[src/rtl/turn_pkg.sv]
// Shared constants for the turn scheduler: state encoding, player count, defaults,
// and the round-robin player search used by the FSM.
package turn_pkg;

  localparam int NUM_PLAYERS       = 4;
  localparam int DEF_TIMEOUT_TICKS = 1000;
  localparam int DEF_NUM_ROUNDS    = 8;

  typedef logic [2:0] state_t;

  localparam logic [2:0] ST_IDLE    = 3'd0;
  localparam logic [2:0] ST_ARM     = 3'd1;
  localparam logic [2:0] ST_ACTIVE  = 3'd2;
  localparam logic [2:0] ST_ADVANCE = 3'd3;
  localparam logic [2:0] ST_DONE    = 3'd4;

  // First enabled player after cur (1-based), wrapping 4 -> 1; 0 if none enabled.
  function automatic logic [2:0] next_player(input logic [2:0] cur, input logic [3:0] en);
    logic [2:0] nxt;
    logic [1:0] idx;
    logic       found;
    nxt   = 3'd0;
    found = 1'b0;
    for (int k = 1; k <= NUM_PLAYERS; k++) begin
      idx = 2'(cur + 3'(k) - 3'd1);
      if (!found && en[idx]) begin
        nxt   = {1'b0, idx} + 3'd1;
        found = 1'b1;
      end
    end
    return nxt;
  endfunction

endpackage

[src/rtl/button_sync.sv]
// Two-flop synchronizer for the shared controller buttons plus a rising-edge
// detector on the synchronized vector.
module button_sync (
  input  logic       Clock,
  input  logic       Reset,
  input  logic [2:0] Buttons,
  output logic [2:0] Synced,
  output logic [2:0] Rise
);

  logic [2:0] meta_q;
  logic [2:0] sync_q;
  logic [2:0] prev_q;

  always_ff @(posedge Clock or negedge Reset) begin
    if (!Reset) begin
      meta_q <= '0;
      sync_q <= '0;
      prev_q <= '0;
    end else begin
      meta_q <= Buttons;
      sync_q <= meta_q;
      prev_q <= sync_q;
    end
  end

  assign Synced = sync_q;
  assign Rise   = sync_q & ~prev_q;

endmodule

[src/rtl/turn_scheduler.sv]
// Round-robin turn scheduler for up to four players sharing one button controller,
// with per-turn tick timeout and a round counter that ends the game.
//
// state    | meaning
// IDLE     | waiting for Start with at least one enabled player
// ARM      | player selected, waiting for all buttons released
// ACTIVE   | turn running: press accepts a move, timer expiry forces advance
// ADVANCE  | pick next enabled player, count rounds on wrap
// DONE     | one-cycle GameOver, then back to IDLE
module turn_scheduler
  import turn_pkg::*;
#(
  parameter int TIMEOUT_TICKS = DEF_TIMEOUT_TICKS,
  parameter int NUM_ROUNDS    = DEF_NUM_ROUNDS
) (
  input  logic       Clock,
  input  logic       Reset,
  input  logic       Start,
  input  logic [3:0] PlayerEnable,
  input  logic       Tick,
  input  logic [2:0] ButtonVector,
  output logic [2:0] Select,
  output logic       TurnStart,
  output logic       MoveValid,
  output logic [2:0] MoveCode,
  output logic       TurnTimeout,
  output logic [7:0] RoundCount,
  output logic       GameOver,
  output logic       Busy
);

  localparam int            TW         = $clog2(TIMEOUT_TICKS + 1);
  localparam logic [TW-1:0] TIMER_LAST = TW'(TIMEOUT_TICKS - 1);
  localparam logic [7:0]    ROUNDS_END = 8'(NUM_ROUNDS);

  logic [2:0] synced;
  logic [2:0] rise;
  logic       press;

  state_t        state_q, state_d;
  logic [2:0]    sel_q, sel_d;
  logic          turn_start_q, turn_start_d;
  logic          move_valid_q, move_valid_d;
  logic [2:0]    move_code_q, move_code_d;
  logic          timeout_q, timeout_d;
  logic          game_over_q, game_over_d;
  logic [7:0]    round_q, round_d;
  logic [TW-1:0] timer_q, timer_d;

  logic [2:0] nxt_player;
  logic [7:0] round_inc;

  button_sync u_button_sync (
    .Clock   (Clock),
    .Reset   (Reset),
    .Buttons (ButtonVector),
    .Synced  (synced),
    .Rise    (rise)
  );

  assign press      = |rise;
  assign nxt_player = next_player(sel_q, PlayerEnable);
  assign round_inc  = (round_q == 8'hFF) ? round_q : round_q + 8'd1;

  always_comb begin
    state_d      = state_q;
    sel_d        = sel_q;
    turn_start_d = 1'b0;
    move_valid_d = 1'b0;
    move_code_d  = move_code_q;
    timeout_d    = 1'b0;
    game_over_d  = 1'b0;
    round_d      = round_q;
    timer_d      = timer_q;

    case (state_q)
      ST_IDLE: begin
        sel_d = 3'd0;
        if (Start && (PlayerEnable != 4'd0)) begin
          state_d      = ST_ARM;
          sel_d        = next_player(3'd4, PlayerEnable);
          turn_start_d = 1'b1;
          round_d      = 8'd0;
        end
      end
      ST_ARM: begin
        timer_d = '0;
        if (synced == 3'd0) state_d = ST_ACTIVE;
      end
      ST_ACTIVE: begin
        if (Tick) timer_d = timer_q + TW'(1);
        // A press beats a timeout landing in the same cycle.
        if (press) begin
          move_valid_d = 1'b1;
          move_code_d  = synced;
          state_d      = ST_ADVANCE;
        end else if (Tick && (timer_q == TIMER_LAST)) begin
          timeout_d = 1'b1;
          state_d   = ST_ADVANCE;
        end
      end
      ST_ADVANCE: begin
        if (PlayerEnable == 4'd0) begin
          state_d     = ST_DONE;
          sel_d       = 3'd0;
          game_over_d = 1'b1;
        end else begin
          if (nxt_player <= sel_q) round_d = round_inc;
          if ((nxt_player <= sel_q) && (round_inc == ROUNDS_END)) begin
            state_d     = ST_DONE;
            sel_d       = 3'd0;
            game_over_d = 1'b1;
          end else begin
            state_d      = ST_ARM;
            sel_d        = nxt_player;
            turn_start_d = 1'b1;
          end
        end
      end
      ST_DONE: begin
        sel_d   = 3'd0;
        state_d = ST_IDLE;
      end
      default: begin
        sel_d   = 3'd0;
        state_d = ST_IDLE;
      end
    endcase
  end

  always_ff @(posedge Clock or negedge Reset) begin
    if (!Reset) begin
      state_q      <= ST_IDLE;
      sel_q        <= 3'd0;
      turn_start_q <= 1'b0;
      move_valid_q <= 1'b0;
      move_code_q  <= 3'd0;
      timeout_q    <= 1'b0;
      game_over_q  <= 1'b0;
      round_q      <= 8'd0;
      timer_q      <= '0;
    end else begin
      state_q      <= state_d;
      sel_q        <= sel_d;
      turn_start_q <= turn_start_d;
      move_valid_q <= move_valid_d;
      move_code_q  <= move_code_d;
      timeout_q    <= timeout_d;
      game_over_q  <= game_over_d;
      round_q      <= round_d;
      timer_q      <= timer_d;
    end
  end

  assign Select      = sel_q;
  assign TurnStart   = turn_start_q;
  assign MoveValid   = move_valid_q;
  assign MoveCode    = move_code_q;
  assign TurnTimeout = timeout_q;
  assign RoundCount  = round_q;
  assign GameOver    = game_over_q;
  assign Busy        = (state_q != ST_IDLE);

endmodule

[config.mk]
export PLATFORM = sky130hd
export DESIGN_NAME = turn_scheduler
export DESIGN_NICKNAME = d
export VERILOG_FILES = /design/src/rtl/turn_pkg.sv /design/src/rtl/button_sync.sv /design/src/rtl/turn_scheduler.sv
export SDC_FILE = /design/constraint.sdc
export NUM_CORES = 1
export LEC_CHECK = 0
export BUFFER_PORTS_ARGS = -buffer_cell sky130_fd_sc_hd__buf_2
export CORE_ASPECT_RATIO = 1.1
export CORE_MARGIN = 3
export CORE_UTILIZATION = 46
export DETAILED_ROUTE_END_ITERATION = 12
export PLACE_DENSITY = 0.76
export SYNTH_ARGS = -nofsm -noshare
export SYNTH_HDL_FRONTEND = slang
export SYNTH_SLANG_ARGS = --single-unit
[constraint.sdc]
create_clock -name Clock -period 5.2 [get_ports Clock]
set_input_delay 1.04 -clock Clock [delete_from_list [all_inputs] [get_ports Clock]]
set_output_delay 1.04 -clock Clock [all_outputs]
set_load 0.01 [all_outputs]
### Word-level counts from Yosys, hierarchy flattened

Index checks and enable logic that the tools add are counted.

| operators by class | value |
|---|---|
| reduce and logical (&&, ||, !) cells | 28 |
| add/sub/neg operators | 14 |
| multiplexer cells | 58 |
| order comparisons | 5 |
| eq/ne operators | 12 |
| bitwise gates (word level) | 2 |

Operators by type and width:

| kind | number |
|---|---|
| 3-bit 2-to-1 mux | 16 |
| 8-bit 2-to-1 mux | 4 |
| 1-bit 2-to-1 mux | 28 |
| 10-bit case mux with 2 select lines | 1 |
| 8-bit case mux with 2 select lines | 1 |
| 2-bit by 1-bit adder with 3-bit output, second input constant | 4 |
| 2-bit by 3-bit less-than comparator with 1-bit output, second input constant | 4 |
| 3-bit case mux with 4 select lines | 1 |
| 10-bit by 1-bit adder with 10-bit output, second input constant | 1 |
| 10-bit == test, second input constant | 1 |
| 10-bit 2-to-1 mux | 1 |
| 2-bit inequality test, second input constant | 5 |
| 1-bit logical AND | 9 |
| 3-bit case mux with 3 select lines | 1 |
| 8-bit by 1-bit adder with 8-bit output, second input constant | 1 |
| 1-bit binary-select mux with 2-bit select | 4 |
| 8-bit by 4-bit == test with 1-bit output, second input constant | 1 |
| 8-bit == test, second input constant | 1 |
| 2-bit by 1-bit subtractor with 2-bit output, second input constant | 4 |
| 3-bit by 2-bit == test with 1-bit output, second input constant | 2 |
| 1-bit logical NOT | 6 |
| 3-bit logical NOT | 2 |
| 2-bit by 1-bit adder with 2-bit output, second input constant | 2 |
| 2-bit adder, second input constant | 2 |
| other kinds (15) | 17 |

| storage, ports and cells | value |
|---|---|
| output and inout port bits | 19 |
| bits of input ports | 11 |
| bits in registers | 40 |
| word-level logic and storage cells | 131 |

### Logic depth before layout (Yosys ltp)

Gate-level depths: netlist of run 1.

| depth | value |
|---|---|
| word-level depth | 19 |
| depth in mapped cells | 15 |
| mapped depth without buffers | 13 |

### Cells and area by module

A second synthesis of run 1 with hierarchy kept.

| unflattened totals | value |
|---|---|
| cell total of the unflattened synthesis | 270 |
| area total of the unflattened synthesis | 2477.4 um2 |

By module, submodules not included:

| module | sequential area each (um2) | area each (um2) | cells an instance | instances |
|---|---|---|---|---|
| turn_scheduler | 775.7 | 2210.9 | 258 | 1 |
| button_sync | 225.2 | 266.5 | 12 | 1 |

### Worst setup path before layout of run 1

Ideal clock, no wire load.

| path | value |
|---|---|
| path kind | register to register |
| start point | register sel_q[0], in the netlist Select[0] |
| end point | register round_q[3], in the netlist RoundCount[3] |
| stages on the path, launching flop included | 16 |
| setup time | 125 ps |
| path buffers | 2 |
| path slack | 1451 ps |
| arrival | 3624 ps |
| data required time | 5075 ps |
| period minus slack after synthesis | 3749 ps |
| cells stage by stage | dfrtp_1 > buf_2 > inv_1 > ha_1 > buf_1 > mux4_2 > a21oi_1 > o21ai_0 > a32oi_1 > inv_1 > ha_1 > nand3_1 > o21ai_0 > o21ai_2 > a21o_1 > mux2_2 |

| on the way | value |
|---|---|
| cells in the longest elaborated chain, start to end | 17 |
| elaborated cells on any way between the ends | 36 |
| classes of those cells | add/sub (12); order compare (1); eq/ne (1); mux (15); reduce/logical (7) |

RTL lines:

| element | RTL line | RTL |
|---|---|---|
| start, declared | turn_scheduler.sv:41 | `logic [2:0] sel_q, sel_d;` |
| start signal, assigned | turn_scheduler.sv:144 | `sel_q <= sel_d;` |
| 2-bit by 1-bit adder with 2-bit output | turn_pkg.sv:25 | `idx = 2'(cur + 3'(k) - 3'd1);` |
| 2-bit by 1-bit subtractor with 2-bit output | turn_pkg.sv:25 |  |
| 1-bit binary-select mux with 2-bit select | turn_pkg.sv:26 | `if (!found && en[idx]) begin` |
| 1-bit 2-to-1 mux (implied by the code) | turn_pkg.sv:26 |  |
| 1-bit 2-to-1 mux | turn_pkg.sv:26 |  |
| 1-bit logical NOT | turn_pkg.sv:26 |  |
| 1-bit logical AND | turn_pkg.sv:26 |  |
| 1-bit 2-to-1 mux | turn_pkg.sv:26 |  |
| 1-bit logical NOT | turn_pkg.sv:26 |  |
| 1-bit logical AND | turn_pkg.sv:26 |  |
| 1-bit 2-to-1 mux | turn_pkg.sv:26 |  |
| 1-bit logical NOT | turn_pkg.sv:26 |  |
| 1-bit logical AND | turn_pkg.sv:26 |  |
| 3-bit 2-to-1 mux | turn_pkg.sv:26 |  |
| 3-bit <= comparator (*) | turn_scheduler.sv:108 | `if (nxt_player <= sel_q) round_d = round_inc;` |
| 2-bit inequality test (no source line) (*) | n/a |  |
| 4-bit AND reduction (no source line) (*) | n/a |  |
| end signal, assigned | turn_scheduler.sv:150 | `round_q <= round_d;` |
| end, declared | turn_scheduler.sv:47 | `logic [7:0] round_q, round_d;` |

Every way passes the cells marked *; elsewhere a longest branch is shown, timed or not. The select of a mux whose other input is x is not followed.
A chain may end at the register's enable or synchronous reset.

### Worst setup path in the final report of run 1

Ends and elaborated chain as after synthesis.

==> results_dict.tcl, run 1 <==
set metrics [dict create \
    cts_hold_buffers 0 \
    netlist_instances 262 \
    largest_family_of_logic_cells_by_synthesized_area "compound AO/OA/AOI/OAI gates" \
    number_of_top_level_design_ports 30 \
    setup_repair_after_global_routing_missed_its_margin "false" \
    synth.yosys.seq_area_share_pct 40.5 \
    ir_worst_vdd_mv 0.225 \
    cts.htree.levels 2 \
    clock_insertion_delay_worst_skew_ns 0.29 \
    remaining_drc_errors 0 \
    synth_cell_types 60 \
    synth-compound-area-share_pct 22.5 \
    result_of_the_run "completed" \
    synthAdderAreaFrac_pct 4.55 \
    post_cts_buffers 0 \
    final.fill_count 445 \
    finalWeightedCongestion 0.867 \
    synth.area.top_cells "sky130_fd_sc_hd__dfrtp_1 (40%), sky130_fd_sc_hd__ha_1 (4.6%), sky130_fd_sc_hd__inv_1 (3.5%)" \
    via_count_of_the_first_global_routing_pass 1814 \
    layout.core_utilization_pct 54.1 \
    synthFlopType "sky130_fd_sc_hd__dfrtp_1" \
    final_min_period_over_clock_period_pct 78.3 \
    post_synth_and_or_nand_nor_area_fraction_pct 18.2 \
    final_cell_mix "sky130_fd_sc_hd__dfrtp_1 (40), sky130_fd_sc_hd__buf_2 (29), sky130_fd_sc_hd__inv_1 (23)" \
    drt-met1-wl_um 2460 \
    area_growth_pct 11.5 \
    fin_worst_skew_ns 0.00405 \
    yosys.area.top_type_share_pct 40.5 \
    finalSetupViolCount 0 \
    cts_inserted_buffers 5 \
    worstReg2RegEnd "RoundCount[3]$_DFFE_PN0P_" \
    cts_tree "built" \
    global_route.overflow_total 0 \
    async_reset_ff_share_pct 100 \
    worst_setup_path_start_kind "flop" \
    timing.max_cap.violations 0 \
    critical_path.reg2reg.startpoint "Select[0]$_DFFE_PN0P_" \
    dieArea_um2 6290 \
    power.total_mw 1.29 \
    dp_cells 350 \
    fin_worst_hold_slack_ns 0.352 \
    grt_total_usage_pct 17.0 \
    synth_edf_count 0 \
    post_route_cells_drive_above_1_share_pct 18.9 \
    drt-initial-drc-count 149 \
    hold_violations 0 \
    timing.setup.critical_path_class "flop to flop" \
    leakage_power_nw 1.22 \
    grt_first_pass_wirelength_um 8940 \
    p_per_area_nw_per_um2 468 \
    fp.dieW_um 75.9 \
    cts-root-to-sink-buffers 2 \
    dr_wl_met3_um 247 \
    dp_hpwl_um 3660 \
    multi_input_area_um2 1310 \
    reg2reg_setup_slack_ns 1.13 \
    fp.dieH_um 82.9 \
    synthesis.yosys.warnings 0 \
    port_buffers 29 \
    synth.mux.area_fraction_pct 5.36 \
    clock.fmax_ghz 0.246 \
    postRouteWirelength_um 5170 \
    finalSetupTns_ns 0 \
    finalMaxSlewViolations 0 \
    n_antenna_cell 0 \
    instances_no_fill 358 \
    pin_count_of_the_biggest_net_entering_global_routing 41 \
    buffer_type_at_the_clock_tree_root "sky130_fd_sc_hd__clkbuf_8" \
    initial_utilization_pct 48.5 \
    min_path_type "flop to flop" \
    crit_path_max_fanout 19 \
    floorplan_core_area_um2 5100 \
    pre_cts_ws_ns 1.18 \
    cp_data_arrival_time_ns 4.26 \
    ys_seq_elements 40 \
    final_antenna_net_count 0 \
    worst_hold_startpoint "u_button_sync.meta_q[1]$_DFF_PN0_" \
    first_pass_iters 5 \
    route.top_layer_used "met4" \
    vias 2069 \
    mapped_avg_cell_area_um2 9.44 \
    number_of_antenna_violations_at_the_first_check_in_global_routing 0 \
    cts.sinks 40 \
    timing.reg2reg.worst_path_depth 13 \
    sequential_cell_area_um2 1000 \
    clock_pin_transition_on_the_worst_setup_and_hold_timing_paths_ns 0.08 \
    rows 27 \
    leading_cell_type_in_the_layout_fill_and_taps_excluded "sky130_fd_sc_hd__dfrtp_1" \
    synth_xor_xnor_area_share_pct 2.48 \
    crit_path_capture_type "flop" \
    mappedNetlistNets 282 \
    post-route-min-period_ns 4.07 \
    post_cts_resized 0 \
    setup_ws_ns 1.13 \
    met2_length_um 2380 \
    worstMarginPinSlew_ns 0.866 \
    placement.cell_area_um2 2640 \
    critPathRequiredTime_ns 5.38 \
    synth_top_area_cell "sky130_fd_sc_hd__dfrtp_1" \
    slew_headroom_pct 42.2 \
    nets_final 305 \
    post-route-cell-area_um2 2760 \
    drt-wirelength-per-cell_um 14.4 \
    synthesis.area_um2 2470 \
    timing.hold.worst_path_depth 0 \
    hold_end "u_button_sync.Synced[1]$_DFF_PN0_" \
    drt-vias-per-instance 5.78 \
]
cell families (layout without fill, tap and decap cells):
| kind of cell | count (synthesis) | count (layout) |
|---|---|---|
| and+or+nand+nor | 86 | 86 |
| AOI/OAI and AO/OA | 74 | 74 |
| DFF | 40 | 40 |
| buffers and inverters | 37 | 61 |
| adders and majority gates | 9 | 9 |
| muxes | 9 | 9 |
| xor gates and xnor gates | 7 | 7 |
sequential cells by signal, indices dropped and copies added (netlist names):
name,count
GameOver,1
TurnTimeout,1
timer_q,10
TurnStart,1
Select,3
u_button_sync.prev_q,3
MoveValid,1
MoveCode,3
u_button_sync.Synced,3
u_button_sync.meta_q,3
RoundCount,8
state_q,3
worst max-delay path, stage by stage (launching register included):
cell and delay (ns):
sky130_fd_sc_hd__dfrtp_1 0.75, sky130_fd_sc_hd__inv_1 0.24, sky130_fd_sc_hd__ha_1 0.51, sky130_fd_sc_hd__mux4_2 0.55
sky130_fd_sc_hd__a21oi_1 0.14, sky130_fd_sc_hd__o21ai_0 0.10, sky130_fd_sc_hd__a32oi_1 0.21, sky130_fd_sc_hd__inv_1 0.07
sky130_fd_sc_hd__ha_1 0.29, sky130_fd_sc_hd__nand3_1 0.08, sky130_fd_sc_hd__o21ai_0 0.12, sky130_fd_sc_hd__o21ai_2 0.33
sky130_fd_sc_hd__a21o_1 0.23, sky130_fd_sc_hd__mux2_2 0.34
how the worst max path moves through the flow:
stage	from	to	slack (ns)	cells past startpoint
detailed placement	Select[0]$_DFFE_PN0P_	RoundCount[3]$_DFFE_PN0P_	1.18	13
floorplan	Select[0]$_DFFE_PN0P_	RoundCount[3]$_DFFE_PN0P_	1.45	15
CTS	Select[0]$_DFFE_PN0P_	RoundCount[3]$_DFFE_PN0P_	1.16	13
global placement	PlayerEnable[0]	state_q[0]$_DFFE_PN0P_	1.27	11
finish	Select[0]$_DFFE_PN0P_	RoundCount[3]$_DFFE_PN0P_	1.13	13
global route	Select[0]$_DFFE_PN0P_	state_q[0]$_DFFE_PN0P_	0.84	12
layout make-up:
class,count,share of cell area (%)
flip-flops and latches,40,36.3
inverters,23,3.13
multi-input cells,185,47.6
clock buffers,5,2.50
well taps,72,3.27
repair buffers,30,5.54
clock inverters,3,1.68
routing by layer:
metal / GRT usage (%) / vias up
met5: 0 / -
li1: - / 1018
met2: 26.0 / 66
met3: 3.36 / 8
met1: 24.1 / 977
met4: 5.93 / 0
power breakdown:
part	leakage [nW]	internal, mW	switching [mW]	total [mW]
registers	0.521	0.361	0.0812	0.442
logic	0.641	0.254	0.332	0.586
clock network	0.0548	0.145	0.116	0.261
Yosys cell counts (4+ instances only):
cell type	number
sky130_fd_sc_hd__a211oi_1	5
sky130_fd_sc_hd__a21oi_1	12
sky130_fd_sc_hd__a31oi_1	5
sky130_fd_sc_hd__buf_2	7
sky130_fd_sc_hd__clkbuf_1	4
sky130_fd_sc_hd__dfrtp_1	40
sky130_fd_sc_hd__ha_1	9
sky130_fd_sc_hd__inv_1	23
sky130_fd_sc_hd__mux2_2	4
sky130_fd_sc_hd__nand2_1	19
sky130_fd_sc_hd__nand2b_1	5
sky130_fd_sc_hd__nand3_1	6
sky130_fd_sc_hd__nor2_1	20
sky130_fd_sc_hd__nor2b_1	4
sky130_fd_sc_hd__nor3_1	11
sky130_fd_sc_hd__nor4_1	4
sky130_fd_sc_hd__o21ai_0	10
sky130_fd_sc_hd__o22a_1	4
sky130_fd_sc_hd__xnor2_1	6
Power figures use the tool's default switching activity.
==> run 2: changes to the inputs <==
--- a/config.mk
+++ b/config.mk
@@ -10,7 +10,7 @@
 export CORE_MARGIN = 3
 export CORE_UTILIZATION = 46
 export DETAILED_ROUTE_END_ITERATION = 12
-export PLACE_DENSITY = 0.76
+export PLACE_DENSITY = 0.79
 export SYNTH_ARGS = -nofsm -noshare
 export SYNTH_HDL_FRONTEND = slang
 export SYNTH_SLANG_ARGS = --single-unit
==> constraint.sdc (replaced) <==
create_clock -name Clock -period 3.3 [get_ports Clock]
set_input_delay 0.66 -clock Clock [delete_from_list [all_inputs] [get_ports Clock]]
set_output_delay 0.66 -clock Clock [all_outputs]
set_load 0.01 [all_outputs]
==> run 2 against run 1 <==
Maximum frequency increased by 29%. Via count increased by 4.3%. Clock skew decreased by 0.0014 ns. Critical path depth stayed put. Critical path type unchanged. Clock power is 58% higher. Count of clock-buffer cells in the layout unchanged. Worst hold slack better by 0.0013 ns. Largest cell class unchanged.
==> results_dict.tcl, run 2 (synthesis results as in run 1) <==
set metrics [dict create \
    result_of_the_run "completed" \
    final_antenna_net_count 0 \
    grt_total_usage_pct 18.3 \
    p_per_area_nw_per_um2 773 \
    fin_worst_hold_slack_ns 0.353 \
    crit_path_max_fanout 6 \
    clock_pin_transition_on_the_worst_setup_and_hold_timing_paths_ns 0.08 \
    pin_count_of_the_biggest_net_entering_global_routing 41 \
    final_cell_mix "sky130_fd_sc_hd__dfrtp_1 (39), sky130_fd_sc_hd__buf_2 (29), sky130_fd_sc_hd__inv_1 (22)" \
    setup_ws_ns 0.139 \
    max_flop_register "timer_q" \
    number_of_antenna_violations_at_the_first_check_in_global_routing 0 \
    cts_inserted_buffers 5 \
    min_path_type "flop to flop" \
    finalMaxSlewViolations 0 \
    finalWeightedCongestion 0.919 \
    power_share_of_the_sequential_group_pct 29.3 \
    crit_path_capture_type "flop" \
    critPathRequiredTime_ns 3.51 \
    post-route-min-period_ns 3.16 \
    internal-power_mw 1.35 \
    hold_violations 0 \
    largest_reg_flops 10 \
    via_count_of_the_first_global_routing_pass 2028 \
    postRouteWirelength_um 5620 \
    area_growth_pct 18.6 \
    drt-wirelength-per-cell_um 15.0 \
    nets_final 321 \
    clkPwrFrac_pct 18.2 \
    cp_data_arrival_time_ns 3.37 \
    fp.dieH_um 82.9 \
    timing.max_cap.violations 0 \
    drt-vias-per-instance 5.77 \
    clock.fmax_ghz 0.316 \
    power.total_mw 2.27 \
    cts.sinks 40 \
    ir_worst_vdd_mv 0.486 \
    cts.htree.levels 2 \
    pre_cts_ws_ns -0.0997 \
    port_buffers 29 \
    worst_setup_path_start_kind "flop" \
    setup_repair_after_global_routing_missed_its_margin "true" \
    number_of_top_level_design_ports 30 \
    n_antenna_cell 0 \
    leading_cell_type_in_the_layout_fill_and_taps_excluded "sky130_fd_sc_hd__dfrtp_1" \
    cts_tree "built" \
    slew_headroom_pct 42.7 \
    part_of_the_power_in_combinational_logic_pct 52.5 \
    post_route_cells_drive_above_1_share_pct 25.8 \
    instances_no_fill 374 \
    grt_first_pass_wirelength_um 9430 \
    vias 2157 \
    cts-root-to-sink-buffers 2 \
    initial_utilization_pct 48.5 \
    switching_share_pct 40.5 \
    dp_cells 365 \
    dieArea_um2 6290 \
    drt-initial-drc-count 172 \
    p_sw_uw 918 \
    rows 27 \
    fin_worst_skew_ns 0.00270 \
    global_route.overflow_total 0 \
    first_pass_iters 4 \
    clock_insertion_delay_worst_skew_ns 0.30 \
    final_min_period_over_clock_period_pct 95.8 \
    worstMarginPinSlew_ns 0.860 \
    dp_hpwl_um 3990 \
    remaining_drc_errors 0 \
    fp.dieW_um 75.9 \
    leakage_power_nw 1.30 \
    floorplan_core_area_um2 5100 \
    finalSetupViolCount 0 \
    buffer_type_at_the_clock_tree_root "sky130_fd_sc_hd__clkbuf_8" \
    finalSetupTns_ns 0 \
    timing.setup.critical_path_class "flop to flop" \
]
run 2: path summary, 6_finish.rpt:
path                                                   start                                end  slack (ns)  depth (start not counted)
min in group asynchronous                              Reset             timer_q[8]$_DFFE_PN0P_        0.46                          1
min reg2reg                u_button_sync.meta_q[0]$_DFF_PN0_  u_button_sync.Synced[0]$_DFF_PN0_        0.35                          0
max in group asynchronous                              Reset              Select[0]$_DFFE_PN0P_        2.25                          1
max reg2reg                            Select[1]$_DFFE_PN0P_          RoundCount[2]$_DFFE_PN0P_        0.14                         13
min                        u_button_sync.meta_q[0]$_DFF_PN0_  u_button_sync.Synced[0]$_DFF_PN0_        0.35                          0
max                                    Select[1]$_DFFE_PN0P_          RoundCount[2]$_DFFE_PN0P_        0.14                         13
run 2: critical path: stages, from the launching register on:
cell and delay (ns):
sky130_fd_sc_hd__dfrtp_1 0.36, sky130_fd_sc_hd__inv_1 0.11, sky130_fd_sc_hd__ha_4 0.30, sky130_fd_sc_hd__mux4_2 0.51
sky130_fd_sc_hd__a21oi_1 0.13, sky130_fd_sc_hd__o21ai_0 0.09, sky130_fd_sc_hd__a32oi_1 0.22, sky130_fd_sc_hd__inv_1 0.11
sky130_fd_sc_hd__ha_4 0.29, sky130_fd_sc_hd__nand3_1 0.08, sky130_fd_sc_hd__o21ai_2 0.08, sky130_fd_sc_hd__o21ai_2 0.12
sky130_fd_sc_hd__a211o_1 0.39, sky130_fd_sc_hd__o32ai_2 0.27
run 2: repair_timing:
item | 4_1_cts | 5_1_grt
endpoints found under the hold margin | 0 | 0
resized for setup | 0 | 6
hold buffers | 0 | 0
buffers inserted | 0 | 1
setup endpoints to repair | 0 | 13
run 2: cell type report:
class	instances	area (um2)
Sequential cell	40	1000
Timing Repair Buffer	46	273
Inverter	23	86.3
Fill cell	447	2170
Clock inverter	3	47.5
Multi-Input combinational cell	185	1360
Tap cell	72	90.1
Clock buffer	5	68.8
run 2: power groups by stage:
stage          logic, mW  clock network, mW  registers [mW]
3_3_place_gp        1.09                  0           0.668
4_1_cts             1.13              0.417           0.662
2_1_floorplan      0.813                  0           0.664
6_report            1.19              0.412           0.664
5_1_grt             1.32              0.437           0.677
3_5_place_dp        1.12                  0           0.670
run 2: through the flow:
step | instance area, um2 | util [%]
after floorplan | 2510 | -
after global placement | 2770 | 54.4
after detailed placement | 2770 | 54.4
after CTS | 2890 | 56.6
after global routing | 2930 | 57.5
final | 2930 | 57.5
run 2: metal layers:
metal	vias up	global-route usage (%)	share of wire, %	wire length [um]
met1	1052	22.5	44	2460
li1	1040	-	-	-
met2	56	31.1	50	2790
met3	9	3.69	4.6	260
met5	-	0	0	0
met4	0	8.07	1.9	106
==> run 3: changes to the inputs <==
--- a/config.mk
+++ b/config.mk
@@ -10,7 +10,8 @@
 export CORE_MARGIN = 3
 export CORE_UTILIZATION = 46
 export DETAILED_ROUTE_END_ITERATION = 12
-export PLACE_DENSITY = 0.79
+export PLACE_DENSITY = 0.76
 export SYNTH_ARGS = -nofsm -noshare
 export SYNTH_HDL_FRONTEND = slang
+export SYNTH_HIERARCHICAL = 1
 export SYNTH_SLANG_ARGS = --single-unit
==> constraint.sdc (replaced) <==
create_clock -name Clock -period 3.7 [get_ports Clock]
set_input_delay 0.185 -clock Clock [delete_from_list [all_inputs] [get_ports Clock]]
set_output_delay 0.185 -clock Clock [all_outputs]
set_load 0.01 [all_outputs]
==> run 3 against run 2 <==
The flow now finishes with violations (hold timing). Cell count down 0.80%. Total power down 19%. Clock skew up 0.0096 ns. Highest routed layer unchanged.
==> results_dict.tcl, run 3 <==
set metrics [dict create \
    multi_input_area_um2 1350 \
    ys_seq_elements 40 \
    clock.fmax_ghz 0.301 \
    cts_hold_buffers 3 \
    result_of_the_run "finished, violations left" \
    ir_worst_vdd_mv 0.318 \
    cts.htree.levels 2 \
    cp_cell_sequence "inv_1, ha_1, mux4_2, a21oi_1, o21ai_0, nor2_1, nor2_1, ha_1, nand3_1, o21ai_0, o21ai_1, a21oi_1, a32o_1" \
    synth_cell_types 56 \
    synth.yosys.seq_area_share_pct 40.4 \
    failed_checks "hold timing" \
    final_antenna_net_count 0 \
    p_sw_uw 755 \
    yosys-top-cells-count "sky130_fd_sc_hd__dfrtp_1 (40), sky130_fd_sc_hd__nand2_1 (29), sky130_fd_sc_hd__a21oi_1 (21), sky130_fd_sc_hd__nor2_1 (21), sky130_fd_sc_hd__inv_1 (15)" \
    grt_total_usage_pct 17.0 \
    mapped_avg_cell_area_um2 9.18 \
    min_path_type "primary input to async pin" \
    sequential_cell_area_um2 1000 \
    hold_violations 2 \
    synthesis.area_um2 2480 \
    cts-root-to-sink-buffers 2 \
    crit_path_capture_type "flop" \
    category_of_cells_accounting_for_the_largest_share_of_critical_path_delay "compound AO/OA/AOI/OAI gates" \
    final.fill_count 439 \
    post_cts_resized 0 \
    netlist_instances 270 \
    grt_first_pass_wirelength_um 8910 \
    finalSetupViolCount 0 \
    layout.core_utilization_pct 55.1 \
    largest_reg_flops 10 \
    p_per_area_nw_per_um2 649 \
    global_route.overflow_total 0 \
    critPathSlowestCell "sky130_fd_sc_hd__mux4_2" \
    cp_data_arrival_time_ns 3.51 \
    setup_repair_after_global_routing_missed_its_margin "false" \
    rows 27 \
    timing.setup.critical_path_class "flop to flop" \
    slowest_delay_ns 0.55 \
    dp_hpwl_um 3640 \
    fin_worst_hold_slack_ns -0.00411 \
    synth.area.top_cells "sky130_fd_sc_hd__dfrtp_1 (40%), sky130_fd_sc_hd__ha_1 (4.5%), sky130_fd_sc_hd__nand2_1 (4.4%)" \
    reg2reg_setup_slack_ns 0.38 \
    yosys.area.top_type_share_pct 40.4 \
    floorplan_core_area_um2 5100 \
    clock_pin_transition_on_the_worst_setup_and_hold_timing_paths_ns 0.09 \
    fin_worst_skew_ns 0.0123 \
    nets_final 318 \
    cts_inserted_buffers 5 \
    finalMaxSlewViolations 0 \
    timing.max_cap.violations 0 \
    clock_insertion_delay_worst_skew_ns 0.30 \
    post_route_cells_drive_above_1_share_pct 18.4 \
    post-route-cell-area_um2 2810 \
    post-route-min-period_ns 3.32 \
    number_of_top_level_design_ports 30 \
    switching_share_pct 41.4 \
    n_antenna_cell 0 \
    max_flop_register "timer_q" \
    remaining_drc_errors 0 \
    power_share_of_the_sequential_group_pct 32.8 \
    area_growth_pct 13.4 \
    synth_top_area_cell "sky130_fd_sc_hd__dfrtp_1" \
    port_buffers 29 \
    internal-power_mw 1.07 \
    final_min_period_over_clock_period_pct 89.8 \
    pre_cts_ws_ns 0.439 \
    synth_edf_count 0 \
    finalWeightedCongestion 0.937 \
    cp_buf_inv_count 1 \
    drt-initial-drc-count 152 \
    dieArea_um2 6300 \
    part_of_the_power_in_combinational_logic_pct 46.5 \
    placement.cell_area_um2 2660 \
    post-synth-top-count-cell "sky130_fd_sc_hd__dfrtp_1" \
    finalSetupTns_ns 0 \
    via_count_of_the_first_global_routing_pass 1903 \
    crit_path_max_fanout 7 \
    synthFlopType "sky130_fd_sc_hd__dfrtp_1" \
    fp.dieH_um 83.0 \
    buffer_type_at_the_clock_tree_root "sky130_fd_sc_hd__clkbuf_8" \
    clkPwrFrac_pct 20.8 \
    setup_ws_ns 0.376 \
    leakage_power_nw 1.31 \
    drt-wirelength-per-cell_um 14.0 \
    cts_tree "built" \
    drt-vias-per-instance 5.74 \
    initial_utilization_pct 48.6 \
    pin_count_of_the_biggest_net_entering_global_routing 41 \
    mappedNetlistNets 290 \
    vias 2128 \
    async_reset_ff_share_pct 100 \
    first_pass_iters 4 \
    fp.dieW_um 76.0 \
    worstMarginPinSlew_ns 0.879 \
    synthesis.yosys.warnings 6 \
    leading_cell_type_in_the_layout_fill_and_taps_excluded "sky130_fd_sc_hd__dfrtp_1" \
    cts.sinks 40 \
    worst_setup_path_start_kind "flop" \
    critPathRequiredTime_ns 3.88 \
    number_of_antenna_violations_at_the_first_check_in_global_routing 0 \
    final_cell_mix "sky130_fd_sc_hd__dfrtp_1 (40), sky130_fd_sc_hd__nand2_1 (29), sky130_fd_sc_hd__buf_2 (29)" \
    postRouteWirelength_um 5190 \
    slew_headroom_pct 41.4 \
    post_cts_buffers 0 \
]
==> run 3: changes by cell type after synthesis, moves of 4 or more <==
cell                       previous run  this run
sky130_fd_sc_hd__inv_1               23        15
sky130_fd_sc_hd__a21oi_1             12        21
sky130_fd_sc_hd__mux2_2               4         0
sky130_fd_sc_hd__nand2_1             19        29
sky130_fd_sc_hd__nor3_1              11         5
sky130_fd_sc_hd__a211oi_1             5         1
sky130_fd_sc_hd__nand4_1              1         5
sky130_fd_sc_hd__xor2_1               1         5
==> run 3: cells by family (layout without fill, tap and decap cells) <==
family / count (synthesis) / after routing / share of synthesized area, %
and+or+nand+nor: 104 / 104 / 23.1
AOI/OAI and AO/OA: 74 / 74 / 19.5
DFF: 40 / 40 / 40.4
buffers and inverters: 28 / 57 / 5.05
adders and majority gates: 9 / 9 / 4.55
xor gates and xnor gates: 8 / 8 / 2.83
muxes: 7 / 7 / 4.55
==> run 3: final cells by class <==
class / count / area share, %
well taps: 72 / 3.21
multi-input cells: 202 / 48.1
repair buffers: 34 / 6.77
clock buffers: 6 / 2.94
inverters: 15 / 2.00
clock inverters: 2 / 1.38
flip-flops and latches: 40 / 35.6
==> run 3: worst register-to-register path: stages (launching register included) <==
cell	delay, ns
sky130_fd_sc_hd__dfrtp_1	0.35
sky130_fd_sc_hd__inv_1	0.09
sky130_fd_sc_hd__ha_1	0.42
sky130_fd_sc_hd__mux4_2	0.55
sky130_fd_sc_hd__a21oi_1	0.16
sky130_fd_sc_hd__o21ai_0	0.10
sky130_fd_sc_hd__nor2_1	0.14
sky130_fd_sc_hd__nor2_1	0.07
sky130_fd_sc_hd__ha_1	0.28
sky130_fd_sc_hd__nand3_1	0.06
sky130_fd_sc_hd__o21ai_0	0.12
sky130_fd_sc_hd__o21ai_1	0.41
sky130_fd_sc_hd__a21oi_1	0.18
sky130_fd_sc_hd__a32o_1	0.28
==> run 3: through the flow <==
stage	hold WS [ns]	power (mW)	cells
5_1_grt	0.0684	1.97	371
2_1_floorplan	-0.111	1.24	270
6_report	-0.00411	1.82	371
3_5_place_dp	0.295	1.44	360
4_1_cts	0.0380	1.82	371
3_3_place_gp	0.293	1.43	360
==> run 3: final timing paths <==
check	startpoint	end	cells past startpoint
setup / recovery	Select[1]$_DFFE_PN0P_	RoundCount[1]$_DFFE_PN0P_	13
hold / removal	Reset	timer_q[5]$_DFFE_PN0P_	1
setup reg to reg	Select[1]$_DFFE_PN0P_	RoundCount[1]$_DFFE_PN0P_	13
hold reg to reg	u_button_sync/meta_q[0]$_DFF_PN0_	u_button_sync/Synced[0]$_DFF_PN0_	0
max in group asynchronous	Reset	RoundCount[7]$_DFFE_PN0P_	1
min in group Clock	Tick	timer_q[0]$_DFFE_PN0P_	3
==> run 3: power by group through the flow <==
stage	Clock [mW]	Combinational (mW)	Sequential, mW
final	0.379	0.847	0.598
after global routing	0.406	0.952	0.611
after CTS	0.384	0.843	0.598
after detailed placement	0	0.836	0.606
after global placement	0	0.821	0.605
after floorplan	0	0.647	0.592
==> run 3: routing by layer <==
layer | vias to the layer above | part of all wire [%] | global-route usage (%)
met5 | - | 0 | 0
met4 | 0 | 0.81 | 4.45
met3 | 5 | 6.3 | 4.12
met2 | 69 | 46 | 26.5
met1 | 1019 | 47 | 23.8
li1 | 1035 | - | -
